## src/rtl/imem_loader_pkg.sv

```systemverilog
// Shared types and constants for the instruction-memory boot loader.
package imem_loader_pkg;

    localparam int unsigned IMEM_DEPTH = 1024;

    // Byte lanes within a 32-bit little-endian word
    localparam int unsigned BYTE_W         = 8;
    localparam int unsigned BYTES_PER_WORD = 4;
    localparam logic [1:0]  LANE_FIRST     = 2'd0;
    localparam logic [1:0]  LANE_LAST      = 2'd3;

    typedef enum logic [2:0] {
        StIdle,
        StLen,
        StData,
        StWrite,
        StDone,
        StErr
    } state_e;

endpackage

```

## src/rtl/imem_loader_byte_packer.sv

```systemverilog
// Packs accepted stream bytes into a 32-bit little-endian word; shared by header and data.
module imem_loader_byte_packer
    import imem_loader_pkg::*;
(
    input  logic                clk,
    input  logic                rst_n,
    input  logic                clr,
    input  logic                en,
    input  logic [BYTE_W-1:0]   data,
    output logic [31:0]         word,
    output logic                word_full
);

    logic [1:0]  cnt_q, cnt_d;
    logic [31:0] sr_q, sr_d;

    // word is the packed value including the byte being accepted this cycle
    assign word      = {data, sr_q[31:BYTE_W]};
    assign word_full = en && (cnt_q == LANE_LAST);

    always_comb begin
        cnt_d = cnt_q;
        sr_d  = sr_q;
        if (clr) begin
            cnt_d = LANE_FIRST;
            sr_d  = '0;
        end else if (en) begin
            cnt_d = cnt_q + 2'd1;
            sr_d  = word;
        end
    end

    always_ff @(posedge clk or negedge rst_n) begin
        if (!rst_n) begin
            cnt_q <= LANE_FIRST;
            sr_q  <= '0;
        end else begin
            cnt_q <= cnt_d;
            sr_q  <= sr_d;
        end
    end

endmodule

```

## src/rtl/imem_loader.sv

```systemverilog
// Boot-time loader: streams a length-prefixed image into instruction memory,
// holding the core in reset until the image is complete.
module imem_loader
    import imem_loader_pkg::*;
#(
    parameter int unsigned DEPTH = IMEM_DEPTH
) (
    input  logic        clk,
    input  logic        rst_n,
    input  logic        start,
    input  logic        s_valid,
    input  logic [7:0]  s_data,
    output logic        s_ready,
    output logic        mem_we,
    output logic [31:0] mem_addr,
    output logic [31:0] mem_wdata,
    output logic        busy,
    output logic        done,
    output logic        err,
    output logic        cpu_rst_n
);

    state_e      state_q, state_d;
    logic [31:0] len_q, len_d;
    logic [31:0] word_idx_q, word_idx_d;
    logic        s_ready_q, s_ready_d;
    logic        mem_we_q, mem_we_d;
    logic [31:0] mem_addr_q, mem_addr_d;
    logic [31:0] mem_wdata_q, mem_wdata_d;
    logic        busy_q, busy_d;
    logic        done_q, done_d;
    logic        err_q, err_d;
    logic        cpu_rst_n_q, cpu_rst_n_d;

    logic        accept;
    logic        can_start;
    logic        pk_clr;
    logic [31:0] pk_word;
    logic        pk_full;

    assign accept    = s_valid && s_ready_q;
    assign can_start = (state_q == StIdle) || (state_q == StDone) || (state_q == StErr);
    assign pk_clr    = start && can_start;

    imem_loader_byte_packer u_packer (
        .clk       (clk),
        .rst_n     (rst_n),
        .clr       (pk_clr),
        .en        (accept),
        .data      (s_data),
        .word      (pk_word),
        .word_full (pk_full)
    );

    always_comb begin
        state_d     = state_q;
        len_d       = len_q;
        word_idx_d  = word_idx_q;
        mem_addr_d  = mem_addr_q;
        mem_wdata_d = mem_wdata_q;

        unique case (state_q)
            StIdle, StDone, StErr: begin
                if (start) begin
                    state_d    = StLen;
                    len_d      = '0;
                    word_idx_d = '0;
                end
            end
            StLen: begin
                if (pk_full) begin
                    len_d = pk_word;
                    if (pk_word == 32'd0) begin
                        state_d = StDone;
                    end else if (pk_word > DEPTH) begin
                        state_d = StErr;
                    end else begin
                        state_d = StData;
                    end
                end
            end
            StData: begin
                if (pk_full) begin
                    state_d     = StWrite;
                    mem_addr_d  = word_idx_q << 2;
                    mem_wdata_d = pk_word;
                end
            end
            StWrite: begin
                if (word_idx_q == len_q - 32'd1) begin
                    state_d = StDone;
                end else begin
                    word_idx_d = word_idx_q + 32'd1;
                    state_d    = StData;
                end
            end
            default: state_d = StIdle;
        endcase

        // Outputs are decoded from the next state so they are registered yet cycle-exact
        s_ready_d   = (state_d == StLen) || (state_d == StData);
        mem_we_d    = (state_d == StWrite);
        busy_d      = (state_d == StLen) || (state_d == StData) || (state_d == StWrite);
        done_d      = (state_d == StDone);
        err_d       = (state_d == StErr);
        cpu_rst_n_d = (state_d == StDone);
    end

    always_ff @(posedge clk or negedge rst_n) begin
        if (!rst_n) begin
            state_q     <= StIdle;
            len_q       <= '0;
            word_idx_q  <= '0;
            s_ready_q   <= 1'b0;
            mem_we_q    <= 1'b0;
            mem_addr_q  <= '0;
            mem_wdata_q <= '0;
            busy_q      <= 1'b0;
            done_q      <= 1'b0;
            err_q       <= 1'b0;
            cpu_rst_n_q <= 1'b0;
        end else begin
            state_q     <= state_d;
            len_q       <= len_d;
            word_idx_q  <= word_idx_d;
            s_ready_q   <= s_ready_d;
            mem_we_q    <= mem_we_d;
            mem_addr_q  <= mem_addr_d;
            mem_wdata_q <= mem_wdata_d;
            busy_q      <= busy_d;
            done_q      <= done_d;
            err_q       <= err_d;
            cpu_rst_n_q <= cpu_rst_n_d;
        end
    end

    assign s_ready   = s_ready_q;
    assign mem_we    = mem_we_q;
    assign mem_addr  = mem_addr_q;
    assign mem_wdata = mem_wdata_q;
    assign busy      = busy_q;
    assign done      = done_q;
    assign err       = err_q;
    assign cpu_rst_n = cpu_rst_n_q;

endmodule

```

## config.mk

```make
export PLATFORM = sky130hd
export DESIGN_NAME = imem_loader
export DESIGN_NICKNAME = d
export VERILOG_FILES = /design/src/rtl/imem_loader_pkg.sv /design/src/rtl/imem_loader_byte_packer.sv /design/src/rtl/imem_loader.sv
export SDC_FILE = /design/constraint.sdc
export NUM_CORES = 1
export LEC_CHECK = 0
export ABC_AREA = 1
export CAP_MARGIN = 20
export CORE_MARGIN = 10
export CORE_UTILIZATION = 58
export CTS_CLUSTER_DIAMETER = 150
export CTS_CLUSTER_SIZE = 25
export DETAILED_ROUTE_END_ITERATION = 6
export GPL_TIMING_DRIVEN = 0
export PLACE_DENSITY = 0.8
export RECOVER_POWER = 25
export SLEW_MARGIN = 20
export SYNTH_ARGS = -nofsm -noshare
export SYNTH_HDL_FRONTEND = slang
export SYNTH_SLANG_ARGS = --single-unit
```

## constraint.sdc

```tcl
create_clock -name clk -period 3.1 [get_ports clk]
set_clock_uncertainty 0.15 [all_clocks]
set_input_delay 0.465 -clock clk [delete_from_list [all_inputs] [get_ports clk]]
set_output_delay 0.465 -clock clk [all_outputs]
set_load 0.01 [all_outputs]
```

---- Word level (Yosys, flattened, before mapping) ----
Index checks and enable logic that the tools add are counted.
cells by class
  reductions and logical operators ........ 16
  equality and inequality tests ........... 15
  multiplexer cells ....................... 16
  order comparisons ....................... 1
  $add $sub $neg .......................... 3
operator list
  cell                                                                     count
  32-bit two-way mux                                                       5
  32-bit case mux with 2 select lines                                      2
  32-bit by 1-bit adder with 32-bit output (second input constant)         1
  32-bit == test                                                           1
  32-bit by 11-bit > comparator with 1-bit output (second input constant)  1
  32-bit logical NOT                                                       1
  32-bit by 1-bit subtractor with 32-bit output (second input constant)    1
  3-bit two-way mux                                                        6
  3-bit by 2-bit == test with 1-bit output (second input constant)         4
  3-bit == test (second input constant)                                    4
  3-bit case mux with 4 select lines                                       1
  3-bit by 1-bit == test with 1-bit output (second input constant)         2
  2-bit inequality test (second input constant)                            3
  3-bit AND reduction                                                      2
  2-bit nonzero test                                                       3
  1-bit logical OR                                                         4
  2-bit two-way mux                                                        2
  1-bit logical AND                                                        3
  3-bit logical NOT                                                        1
  3-bit OR reduction                                                       1
  2-bit by 1-bit adder with 2-bit output (second input constant)           1
  2-bit == test (second input constant)                                    1
  2-bit AND reduction                                                      1
storage, ports and cells
  output and inout bits ................... 70
  input port bits ......................... 12
  flip-flop bits (word level) ............. 168
  logic and storage cells ................. 63

---- Depth between registers and ports, before layout ----
Gate-level depths: netlist (run 1).
  depth after elaboration ................. 8
  depth in mapped cells ................... 19
  mapped depth without buffers ............ 19

---- Hierarchy ----
Synthesis (run 1) repeated with hierarchy kept, for this count alone.
second synthesis, totals
  cells, all modules ...................... 1293
  area, all modules ....................... 9313.9 µm²
modules (own cells, without submodules)
  module                   cells each  area an instance (µm²)  sequential area each (µm²)  times used
  imem_loader              1168        8049.0                  3353.2                      1
  imem_loader_byte_packer  125         1265.0                  650.6                       1

---- Least setup slack after synthesis (run 1) ----
Ideal clock, no wire load.
  kind .................................... register to register
  start point ............................. reg len_q[0]
  end point ............................... reg word_idx_q[24]
  required time ........................... 2833 ps
  stages on the path, launching flop included .. 19
  setup slack ............................. 836 ps
  library setup time ...................... 117 ps
  period minus slack after synthesis ...... 2264 ps
  path buffers ............................ 1
  data arrival time ....................... 1997 ps
  cell sequence ........................... dfrtp_1 inv_2 ha_1 nand2_4 nor2_8 nand2_2 nor2_2 nand2_1 nand2_1 nand2_1 nor2_1 nand2_1 nor2_1 nand3_1 nand2_4 nand2_4 buf_6 nand2_1 nand2_1
between the ends
  cells in the longest elaborated chain, start to end .. 4
RTL lines
  what                                           line                text
  start, declared                                imem_loader.sv:24   logic [31:0] len_q, len_d;
  start signal, assigned                         imem_loader.sv:124  len_q <= len_d;
  32-bit by 1-bit subtractor with 32-bit output  imem_loader.sv:90   if (word_idx_q == len_q - 32'd1) begin
  32-bit == test                                 imem_loader.sv:90
  2-bit inequality test (no line)                n/a
  3-bit AND reduction (no line)                  n/a
  end signal, assigned                           imem_loader.sv:125  word_idx_q <= word_idx_d;
  end, declared                                  imem_loader.sv:25   logic [31:0] word_idx_q, word_idx_d;
No other way between the ends.
A chain may end at the register's enable or synchronous reset.

---- Final worst setup path (run 1) ----
  start point ............................. in s_valid
  end point ............................... reg mem_wdata_q[6], in the netlist mem_wdata[6]
between the ends
  cells in the longest elaborated chain, start to end .. 3
RTL lines
  what                           line                           text
  start, declared                imem_loader.sv:11              input logic s_valid,
  1-bit logical AND              imem_loader.sv:41              assign accept = s_valid && s_ready_q;
  1-bit logical AND              imem_loader_byte_packer.sv:19  assign word_full = en && (cnt_q == LANE_LAST);
  2-bit AND reduction (no line)  n/a
  end signal, assigned           imem_loader.sv:129             mem_wdata_q <= mem_wdata_d;
  end, declared                  imem_loader.sv:29              logic [31:0] mem_wdata_q, mem_wdata_d;
No other way between the ends.

==> results.rst, run 1 <==
.. list-table::
   :header-rows: 1

   * - Metric
     - Value
   * - Run status
     - complete, but fails checks
   * - Violated checks
     - capacitance limit, slew limit
   * - Share of synthesized cell area in full adder, half adder and majority cells
     - 0.4115%
   * - R2R Setup Slk
     - 0.22 ns
   * - CP top delay family
     - buffers and inverters
   * - Resized Gates After CTS
     - 0
   * - Sequential element share of the synthesized area
     - 43.90%
   * - Count of boundary I/O pins
     - 82
   * - Worst-margin pin slew
     - 1.694 ns
   * - Reg area
     - 4004 um2
   * - Std-Cell Rows
     - 45
   * - TNS Setup
     - 0 ns
   * - Non-filler cells, final
     - 1603
   * - Worst Path Class, Setup
     - input port to flop
   * - GR Overflow Total
     - 0
   * - Antenna violations before repair
     - 0
   * - Total power density per cell area
     - 853.7 nW/um2
   * - Final weighted congestion of routability-driven global placement
     - 0.9685
   * - Cell depth of the worst flop-to-flop path
     - 8
   * - Peak per-stage delay on the critical path
     - 0.62 ns
   * - Multiplexer fraction of the synthesized cell area
     - 0%
   * - Fraction of the mapped netlist area in simple logic gates
     - a little over a third
   * - Clock tree from TritonCTS
     - built
   * - Synthesis warning total
     - 0
   * - Worst path buffer plus inverter count
     - 5
   * - Number of setup violations in the final report
     - 0
   * - Leakage power
     - 0.005245 uW
   * - Mean post-synth cell area
     - approximately 7.1 um2
   * - Data arrival time of the worst path
     - a little over 3 ns
   * - Detailed-route wire length on metal 1
     - 11090 um
   * - Critical Path End Type
     - flop
   * - Area occupied by multi-input gates
     - 4285 um2
   * - Floorplan die area
     - 21140 um2
   * - Compound-cell area share of the yosys netlist
     - 5.926%
   * - Wire length on met2
     - about 13000 um
   * - Remaining antenna violation count
     - 0
   * - Final wirelength
     - 26730 um
   * - FMAX
     - 339.5 MHz
   * - Min-Delay Path Class
     - flop to flop
   * - Required time of the critical path
     - 3.23 ns
   * - Worst path slowest cell
     - sky130_fd_sc_hd__clkbuf_1
   * - Sinks on the clock net
     - 160
   * - Dominant combinational cell family by area after synthesis
     - simple AND/OR/NAND/NOR gates
   * - DRT Pass-1 Iters
     - 5
   * - Post-synth design cell area
     - 9121 um2
   * - Horizontal die dimension
     - 145.4 um
   * - Time the final worst path needs with I/O delays and setup
     - 2.945 ns
   * - Worst vdd ir
     - 0.4538 mV
   * - Unrepaired setup endpoints after global routing
     - false
   * - Via Count
     - 8678
   * - Fraction of layout cells with a size suffix above 1
     - 4.813%
   * - Post-Synth XOR/XNOR Area
     - 5.185%
   * - Distinct cell type count after synthesis
     - 33
   * - Die Y
     - 145.4 um
   * - Number of storage elements in the synthesis netlist
     - 160
   * - Crit Reg-Reg Endpoint
     - mem_wdata[6]$_DFFE_PN0P_
   * - I/O Buffers
     - 79
   * - Critical path endpoint
     - mem_wdata[6]$_DFFE_PN0P_
   * - H-tree depth
     - 4
   * - Cell at the root of the clock tree
     - sky130_fd_sc_hd__clkbuf_16
   * - Syn-to-layout area delta
     - 18.29%
   * - Cell count after synthesis
     - 1279
   * - Nature of the critical path startpoint
     - input port
   * - Highest net fanout along the worst path
     - 10
   * - Share of the synthesized area in the top cell type
     - 43.90%
   * - Pin count of the biggest net entering global routing
     - 97
   * - Cell count after placement
     - 1571
   * - Floorplan core area
     - 15310 um2
   * - Reg2Reg Launch Point
     - s_ready$_DFF_PN0_
   * - Final worst-path cycle share
     - about 95%
   * - Worst Setup SP
     - s_valid
   * - Pins over their slew limit
     - between 60 and 70
   * - Vias in the first global route
     - 8266
   * - Crit. path cell count
     - 9
   * - Worst slack on hold paths
     - 0.3262 ns
   * - Library cell with the largest summed area after synthesis
     - sky130_fd_sc_hd__dfrtp_1
   * - Met3 WL post-DR
     - 1708 um
   * - Leading cell types in the layout, fill and taps excluded
     - sky130_fd_sc_hd__nand2_1 (384), sky130_fd_sc_hd__nor2_1 (173), sky130_fd_sc_hd__dfrtp_1 (160)
   * - Average detailed-routed wire length per instance
     - 16.67 um
   * - Total global routing track utilization
     - 25.15%
   * - Initial DRC count
     - 769
   * - Worst-path cell chain
     - clkdlybuf4s50_1 -> nand2_1 -> clkinv_1 -> nand2_1 -> nor2_1 -> inv_1 -> clkbuf_1 -> clkbuf_1 -> o21ai_0
   * - Number of fill cells in the layout
     - 1304
   * - Largest buffer count on any clock path
     - 2
   * - Cell area after layout
     - 10790 um2
   * - First-pass GRT wire length
     - 43140 um
   * - Max-cap violations
     - 1
   * - Number of hold violations in the final report
     - 0
   * - Number of buffers added by the clock tree synthesis step
     - 17
   * - Highest metal layer with signal wires
     - met4
   * - Post-DP HPWL
     - 20520 um
   * - Clock latency of the later-clocked register in the worst-skew pair
     - 0.43 ns
   * - Net count reported at finish
     - 1395
   * - Leading cell types by total area after synthesis
     - sky130_fd_sc_hd__dfrtp_1 (44%), sky130_fd_sc_hd__nand2_1 (16%), sky130_fd_sc_hd__nor2_1 (7.1%)
   * - ANT cells
     - 0
   * - Most frequent standard cell in the layout excluding fill and tap cells
     - sky130_fd_sc_hd__nand2_1
   * - Max transition margin
     - -12.90%
   * - Post-place instance area
     - around 10000 um2
   * - Clock edge transition at the registers on the reported setup and hold paths
     - about 0.07 ns
   * - Effective utilization at floorplan
     - 59.56%
   * - Number of remaining DRC errors
     - 0
   * - Per-cell via count in the routed design
     - 5.414
   * - Number of post-CTS setup repair buffers
     - 0
[worst register-to-register path: stages (launching register included)]
cell	delay [ns]
sky130_fd_sc_hd__dfrtp_1	0.38
sky130_fd_sc_hd__nand2_1	0.14
sky130_fd_sc_hd__clkinv_1	0.25
sky130_fd_sc_hd__nand2_1	0.23
sky130_fd_sc_hd__nor2_1	0.17
sky130_fd_sc_hd__inv_1	0.10
sky130_fd_sc_hd__clkbuf_1	0.51
sky130_fd_sc_hd__clkbuf_1	0.62
sky130_fd_sc_hd__o21ai_0	0.19
[synthesized netlist by cell type]
| master | number |
|---|---|
| sky130_fd_sc_hd__o21ai_0 | 67 |
| sky130_fd_sc_hd__nand4_1 | 19 |
| sky130_fd_sc_hd__o21ai_1 | 2 |
| sky130_fd_sc_hd__nand3_2 | 1 |
| sky130_fd_sc_hd__ha_1 | 3 |
| sky130_fd_sc_hd__buf_1 | 1 |
| sky130_fd_sc_hd__conb_1 | 1 |
| sky130_fd_sc_hd__nand3_1 | 119 |
| sky130_fd_sc_hd__dfrtp_1 | 160 |
| sky130_fd_sc_hd__clkbuf_1 | 41 |
| sky130_fd_sc_hd__nand2_2 | 3 |
| sky130_fd_sc_hd__nor2_4 | 6 |
| sky130_fd_sc_hd__nor3_1 | 26 |
| sky130_fd_sc_hd__xor2_1 | 34 |
| sky130_fd_sc_hd__nand2_1 | 384 |
| sky130_fd_sc_hd__inv_2 | 3 |
| sky130_fd_sc_hd__xnor2_1 | 20 |
| sky130_fd_sc_hd__a21oi_1 | 3 |
| sky130_fd_sc_hd__a31oi_1 | 24 |
| sky130_fd_sc_hd__clkinv_1 | 1 |
| sky130_fd_sc_hd__buf_4 | 3 |
| sky130_fd_sc_hd__o211ai_1 | 1 |
| sky130_fd_sc_hd__nor2_8 | 1 |
| sky130_fd_sc_hd__o21bai_1 | 3 |
| sky130_fd_sc_hd__nand3b_1 | 4 |
| sky130_fd_sc_hd__buf_2 | 2 |
| sky130_fd_sc_hd__nor4_1 | 11 |
| sky130_fd_sc_hd__buf_6 | 7 |
| sky130_fd_sc_hd__nor2_1 | 173 |
| sky130_fd_sc_hd__nor2_2 | 4 |
| sky130_fd_sc_hd__and2_0 | 1 |
| sky130_fd_sc_hd__nand2_4 | 4 |
| sky130_fd_sc_hd__inv_1 | 147 |
[cell families after synthesis]
logic type	after synthesis
XOR/XNOR	54
AND/OR/NAND/NOR	756
AO/OA/AOI/OAI	100
adder cells (fa/ha/maj)	3
other	1
flip-flops	160
buffers and inverters	205
[registers in the layout, summed over array words and instances, names as in the netlist]
name / flops
cpu_rst_n: 1
u_packer.sr_q: 24
mem_we: 1
busy: 1
mem_wdata: 32
u_packer.cnt_q: 2
s_ready: 1
mem_addr: 30
err: 1
len_q: 32
word_idx_q: 32
state_q: 3
[final cells by class]
class	count	area share, %
inverters	151	5.253
repair buffers	81	7.631
clock buffers	17	3.943
flip-flops and latches	160	37.11
multi-input cells	915	39.72
well taps	211	2.447
clock inverters	14	1.403
plain buffers	54	2.493
[worst min path at each step]
stage	start	end	slack, ns	cells past startpoint
2_1_floorplan	rst_n	busy$_DFF_PN0_	0.02	0
3_3_place_gp	mem_addr[29]$_DFFE_PN0P_	mem_addr[29]$_DFFE_PN0P_	0.30	2
3_5_place_dp	rst_n	mem_addr[3]$_DFFE_PN0P_	0.30	1
4_1_cts	mem_wdata[30]$_DFFE_PN0P_	mem_wdata[30]$_DFFE_PN0P_	0.33	2
5_1_grt	mem_wdata[11]$_DFFE_PN0P_	mem_wdata[11]$_DFFE_PN0P_	0.35	2
6_report	mem_wdata[27]$_DFFE_PN0P_	mem_wdata[27]$_DFFE_PN0P_	0.33	2
[power breakdown]
group / internal, uW / switching [uW]
logic: 1390 / 2980
registers: 2410 / 362
clock network: 1130 / 936
total: 4940 / 4280
[routing by layer]
| layer | vias to the layer above | GRT usage, % |
|---|---|---|
| met5 | - | 0 |
| met4 | 0 | 11.73 |
| met3 | 79 | 4.967 |
| met2 | 349 | 41.84 |
| met1 | 4018 | 30.84 |
| li1 | 4232 | - |
[metrics by stage]
step | power, uW | util, % | worst slack, ns
finish | 9210 | 70.45 | 0.1545
global placement | 6992 | 66.47 | -5.033
floorplan | 5977 | - | 0.8361
global route | 9897 | 70.45 | 0.01257
detailed placement | 7084 | 66.68 | -0.2590
CTS | 9168 | 70.51 | 0.1789
[timing repair]
action                     4_1_cts  5_1_grt
hold buffers                     1        0
setup endpoints to repair        0        0
hold endpoints to repair        64        0
No activity file was read; power rests on OpenSTA's default activity.
==> run 2: changes to the inputs <==
--- a/config.mk
+++ b/config.mk
@@ -5,10 +5,9 @@
 export SDC_FILE = /design/constraint.sdc
 export NUM_CORES = 1
 export LEC_CHECK = 0
-export ABC_AREA = 1
 export CAP_MARGIN = 20
 export CORE_MARGIN = 10
-export CORE_UTILIZATION = 58
+export CORE_UTILIZATION = 57
 export CTS_CLUSTER_DIAMETER = 150
 export CTS_CLUSTER_SIZE = 25
 export DETAILED_ROUTE_END_ITERATION = 6
==> results.rst, run 2 <==
.. list-table::
   :header-rows: 1

   * - Metric
     - Value
   * - I/O Buffers
     - 79 (unchanged)
   * - First-pass GRT wire length
     - 36420 um (-16%)
   * - Number of buffers added by the clock tree synthesis step
     - 17 (unchanged)
   * - Effective utilization at floorplan
     - 58.02% (-1.5 points)
   * - Number of setup violations in the final report
     - 38 (+38)
   * - Net count reported at finish
     - 1079 (-23%)
   * - Average detailed-routed wire length per instance
     - 18.10 um (+8.6%)
   * - Async SR Flop Fraction
     - 100.0% (unchanged)
   * - Floorplan core area
     - 13830 um2 (-9.7%)
   * - Max transition margin
     - -5.612% (+7.3 points)
   * - Number of storage elements in the synthesis netlist
     - 160 (unchanged)
   * - Dominant cell by count in the synthesized netlist
     - sky130_fd_sc_hd__nand2_1
   * - Unrepaired setup endpoints after global routing
     - true
   * - Post-DP HPWL
     - 15420 um (-25%)
   * - Worst vdd ir
     - 0.6295 mV (+39%)
   * - Critical Path End Type
     - flop
   * - Cell count after synthesis
     - 930 (-27%)
   * - Std-Cell Rows
     - 43 (-4.4%)
   * - Via Count
     - 7290 (-16%)
   * - Worst-margin pin slew
     - 1.584 ns (-0.1093 ns)
   * - Syn-to-layout area delta
     - 28.79%
   * - Number of enable flip-flop cells after synthesis
     - 0 (unchanged)
   * - Die Y
     - 138.6 um (-4.7%)
   * - FMAX
     - 275.9 MHz (-19%)
   * - Violated checks
     - capacitance limit, slew limit, setup timing
   * - Post-route worst setup slack
     - -0.5246 ns (-0.6791 ns)
   * - Data arrival time of the worst path
     - 3.84 ns (+0.77 ns)
   * - Clock edge transition at the registers on the reported setup and hold paths
     - 0.06 ns (about the same)
   * - Final wirelength
     - 22720 um (-15%)
   * - Clock latency of the later-clocked register in the worst-skew pair
     - 0.43 ns (about the same)
   * - Antenna violations before repair
     - 0 (unchanged)
   * - Run status
     - complete, but fails checks
   * - H-tree depth
     - 4 (unchanged)
   * - Nature of the critical path startpoint
     - flop
   * - Sequential element share of the synthesized area
     - 49.91% (+6.0 points)
   * - Per-cell via count in the routed design
     - 5.809 (+7.3%)
   * - Worst Path Class, Setup
     - flop to flop
   * - Final weighted congestion of routability-driven global placement
     - 0.9157 (-5.5%)
   * - Sinks on the clock net
     - 160 (unchanged)
   * - Required time of the critical path
     - 3.32 ns (+0.09 ns)
   * - GR Overflow Total
     - 0 (unchanged)
   * - Post-synth design cell area
     - 8023 um2 (-12%)
   * - Time the final worst path needs with I/O delays and setup
     - 3.625 ns (+0.6791 ns)
   * - Number of remaining DRC errors
     - 0 (unchanged)
   * - Highest net fanout along the worst path
     - 8 (-2)
   * - Most common library cells after synthesis
     - sky130_fd_sc_hd__nand2_1 (331), sky130_fd_sc_hd__dfrtp_1 (160), sky130_fd_sc_hd__o21ai_0 (44)
   * - Post-place instance area
     - 9111 um2 (-11%)
   * - Max-cap violations
     - 1 (unchanged)
   * - Leading cell types by total area after synthesis
     - sky130_fd_sc_hd__dfrtp_1 (50%), sky130_fd_sc_hd__nand2_1 (15%), sky130_fd_sc_hd__o21ai_0 (2.7%)
   * - Cell area after layout
     - 10330 um2 (-4.2%)
   * - Floorplan die area
     - 19220 um2 (-9.1%)
   * - Share of the synthesized area in the top cell type
     - 49.91% (+6.0 points)
   * - Leading cell types in the layout, fill and taps excluded
     - sky130_fd_sc_hd__nand2_1 (330), sky130_fd_sc_hd__dfrtp_1 (159), sky130_fd_sc_hd__clkdlybuf4s50_1 (78)
   * - Synthesis warning total
     - 0 (unchanged)
   * - Remaining antenna violation count
     - 0 (unchanged)
   * - Total power density per cell area
     - 1128 nW/um2 (+32%)
   * - DRT Pass-1 Iters
     - 6 (+1)
   * - Total global routing track utilization
     - 23.03% (-2.1 points)
   * - Largest buffer count on any clock path
     - 2 (unchanged)
   * - Pins over their slew limit
     - 66 (+1.5%)
   * - Fraction of layout cells with a size suffix above 1
     - 14.23% (+9.4 points)
   * - Number of fill cells in the layout
     - 1015 (-22%)
   * - Leakage power
     - 0.004671 uW (-11%)
   * - Vias in the first global route
     - 7058 (-15%)
   * - Min-Delay Path Class
     - flop to flop
   * - Final worst-path cycle share
     - 116.9% (+22 points)
   * - Distinct cell type count after synthesis
     - 59 (+79%)
   * - Most frequent standard cell in the layout excluding fill and tap cells
     - sky130_fd_sc_hd__nand2_1
   * - Prevailing post-synth register cell
     - sky130_fd_sc_hd__dfrtp_1
   * - Horizontal die dimension
     - 138.6 um (-4.7%)
   * - Library cell with the largest summed area after synthesis
     - sky130_fd_sc_hd__dfrtp_1
   * - Clock tree from TritonCTS
     - built
   * - Worst slack on hold paths
     - 0.3208 ns (-0.005366 ns)
   * - Number of hold violations in the final report
     - 0 (unchanged)
   * - Mean post-synth cell area
     - 8.627 um2 (+21%)
   * - Initial DRC count
     - 635 (-17%)
   * - ANT cells
     - 0 (unchanged)
   * - Pin count of the biggest net entering global routing
     - 97 (unchanged)
   * - Cell at the root of the clock tree
     - sky130_fd_sc_hd__clkbuf_16
   * - Count of boundary I/O pins
     - 82 (unchanged)
-- run 2: cells by family after synthesis --
group | Yosys count | synth area share, %
adder cells (fa/ha/maj) | 3 | 0.4679
AND/OR/NAND/NOR | 497 | 28.21
AO/OA/AOI/OAI | 149 | 11.67
multiplexers | 4 | 0.4991
flip-flops | 160 | 49.91
other | 1 | 0.04674
XOR/XNOR | 44 | 4.803
buffers and inverters | 72 | 4.398
-- run 2: worst paths after layout --
kind                                         startpoint                    endpoint  slack [ns]  cells past startpoint
max in group asynchronous                         rst_n        len_q[0]$_DFFE_PN0P_        0.37                      3
worst min-delay path            mem_addr[8]$_DFFE_PN0P_     mem_addr[8]$_DFFE_PN0P_        0.32                      2
worst min register to register  mem_addr[8]$_DFFE_PN0P_     mem_addr[8]$_DFFE_PN0P_        0.32                      2
worst max-delay path              len_q[17]$_DFFE_PN0P_         cpu_rst_n$_DFF_PN0_       -0.52                     11
min in group asynchronous                         rst_n  word_idx_q[25]$_DFFE_PN0P_        0.83                      2
worst max register to register    len_q[17]$_DFFE_PN0P_         cpu_rst_n$_DFF_PN0_       -0.52                     11
-- run 2: worst max-delay path, stage by stage, from the launching register on --
cell and delay [ns]:
sky130_fd_sc_hd__dfrtp_1 0.35, sky130_fd_sc_hd__buf_4 0.15, sky130_fd_sc_hd__or2_1 0.24, sky130_fd_sc_hd__or4_4 0.54
sky130_fd_sc_hd__o21a_1 0.21, sky130_fd_sc_hd__nor4_1 0.28, sky130_fd_sc_hd__mux2i_1 0.15, sky130_fd_sc_hd__or4_4 0.57
sky130_fd_sc_hd__o21ai_4 0.33, sky130_fd_sc_hd__buf_12 0.21, sky130_fd_sc_hd__and3b_2 0.24, sky130_fd_sc_hd__and2_1 0.13
-- run 2: power breakdown --
group	leakage, uW	switching, uW	internal [uW]	total, uW
Sequential	0.00214	733	2790	3520
Clock	0.000281	826	1300	2130
Combinational	0.00225	3090	2920	6010
Total	0.00467	4650	7010	11700
-- run 2: metrics by stage --
step / total power, uW / setup TNS [ns] / setup WS [ns] / util [%] / std cells
3_5_place_dp: 8439 / -27.15 / -0.8415 / 65.89 / 1191
3_3_place_gp: 8353 / -821.60 / -4.994 / 65.66 / 1190
2_1_floorplan: 6672 / -8.686 / -0.2955 / - / 931
6_report: 11660 / -17.40 / -0.5246 / 74.73 / 1255
4_1_cts: 11240 / -16.64 / -0.5146 / 73.83 / 1247
5_1_grt: 12410 / -20.13 / -0.6087 / 74.73 / 1255
-- run 2: layout make-up --
| class | instances | area (um2) | share of cell area (%) |
|---|---|---|---|
| plain buffers | 56 | 321.6 | 3.112 |
| clock buffers | 21 | 460.4 | 4.456 |
| clock inverters | 9 | 135.1 | 1.308 |
| inverters | 11 | 41.29 | 0.3996 |
| multi-input cells | 699 | 3953 | 38.25 |
| flip-flops and latches | 160 | 4005 | 38.76 |
| well taps | 180 | 225.2 | 2.180 |
| repair buffers | 119 | 1191 | 11.53 |
-- run 2: timing repair --
action / in CTS / in global routing
hold endpoints to repair: 64 / 0
setup endpoints to repair: 38 / 38
gates cloned: 5 / 0
hold buffers: 1 / 0
pin swaps: 37 / 44
resized for setup: 48 / 34
buffers inserted: 24 / 13
-- run 2: metal layers --
metal  vias up  share of wire [%]  GRT usage [%]
met2       287                 46          35.94
met1      3499                 41          29.13
met3        77                7.7          5.890
met5         -                  0              0
li1       3427                  -              -
met4         0                4.5          11.42
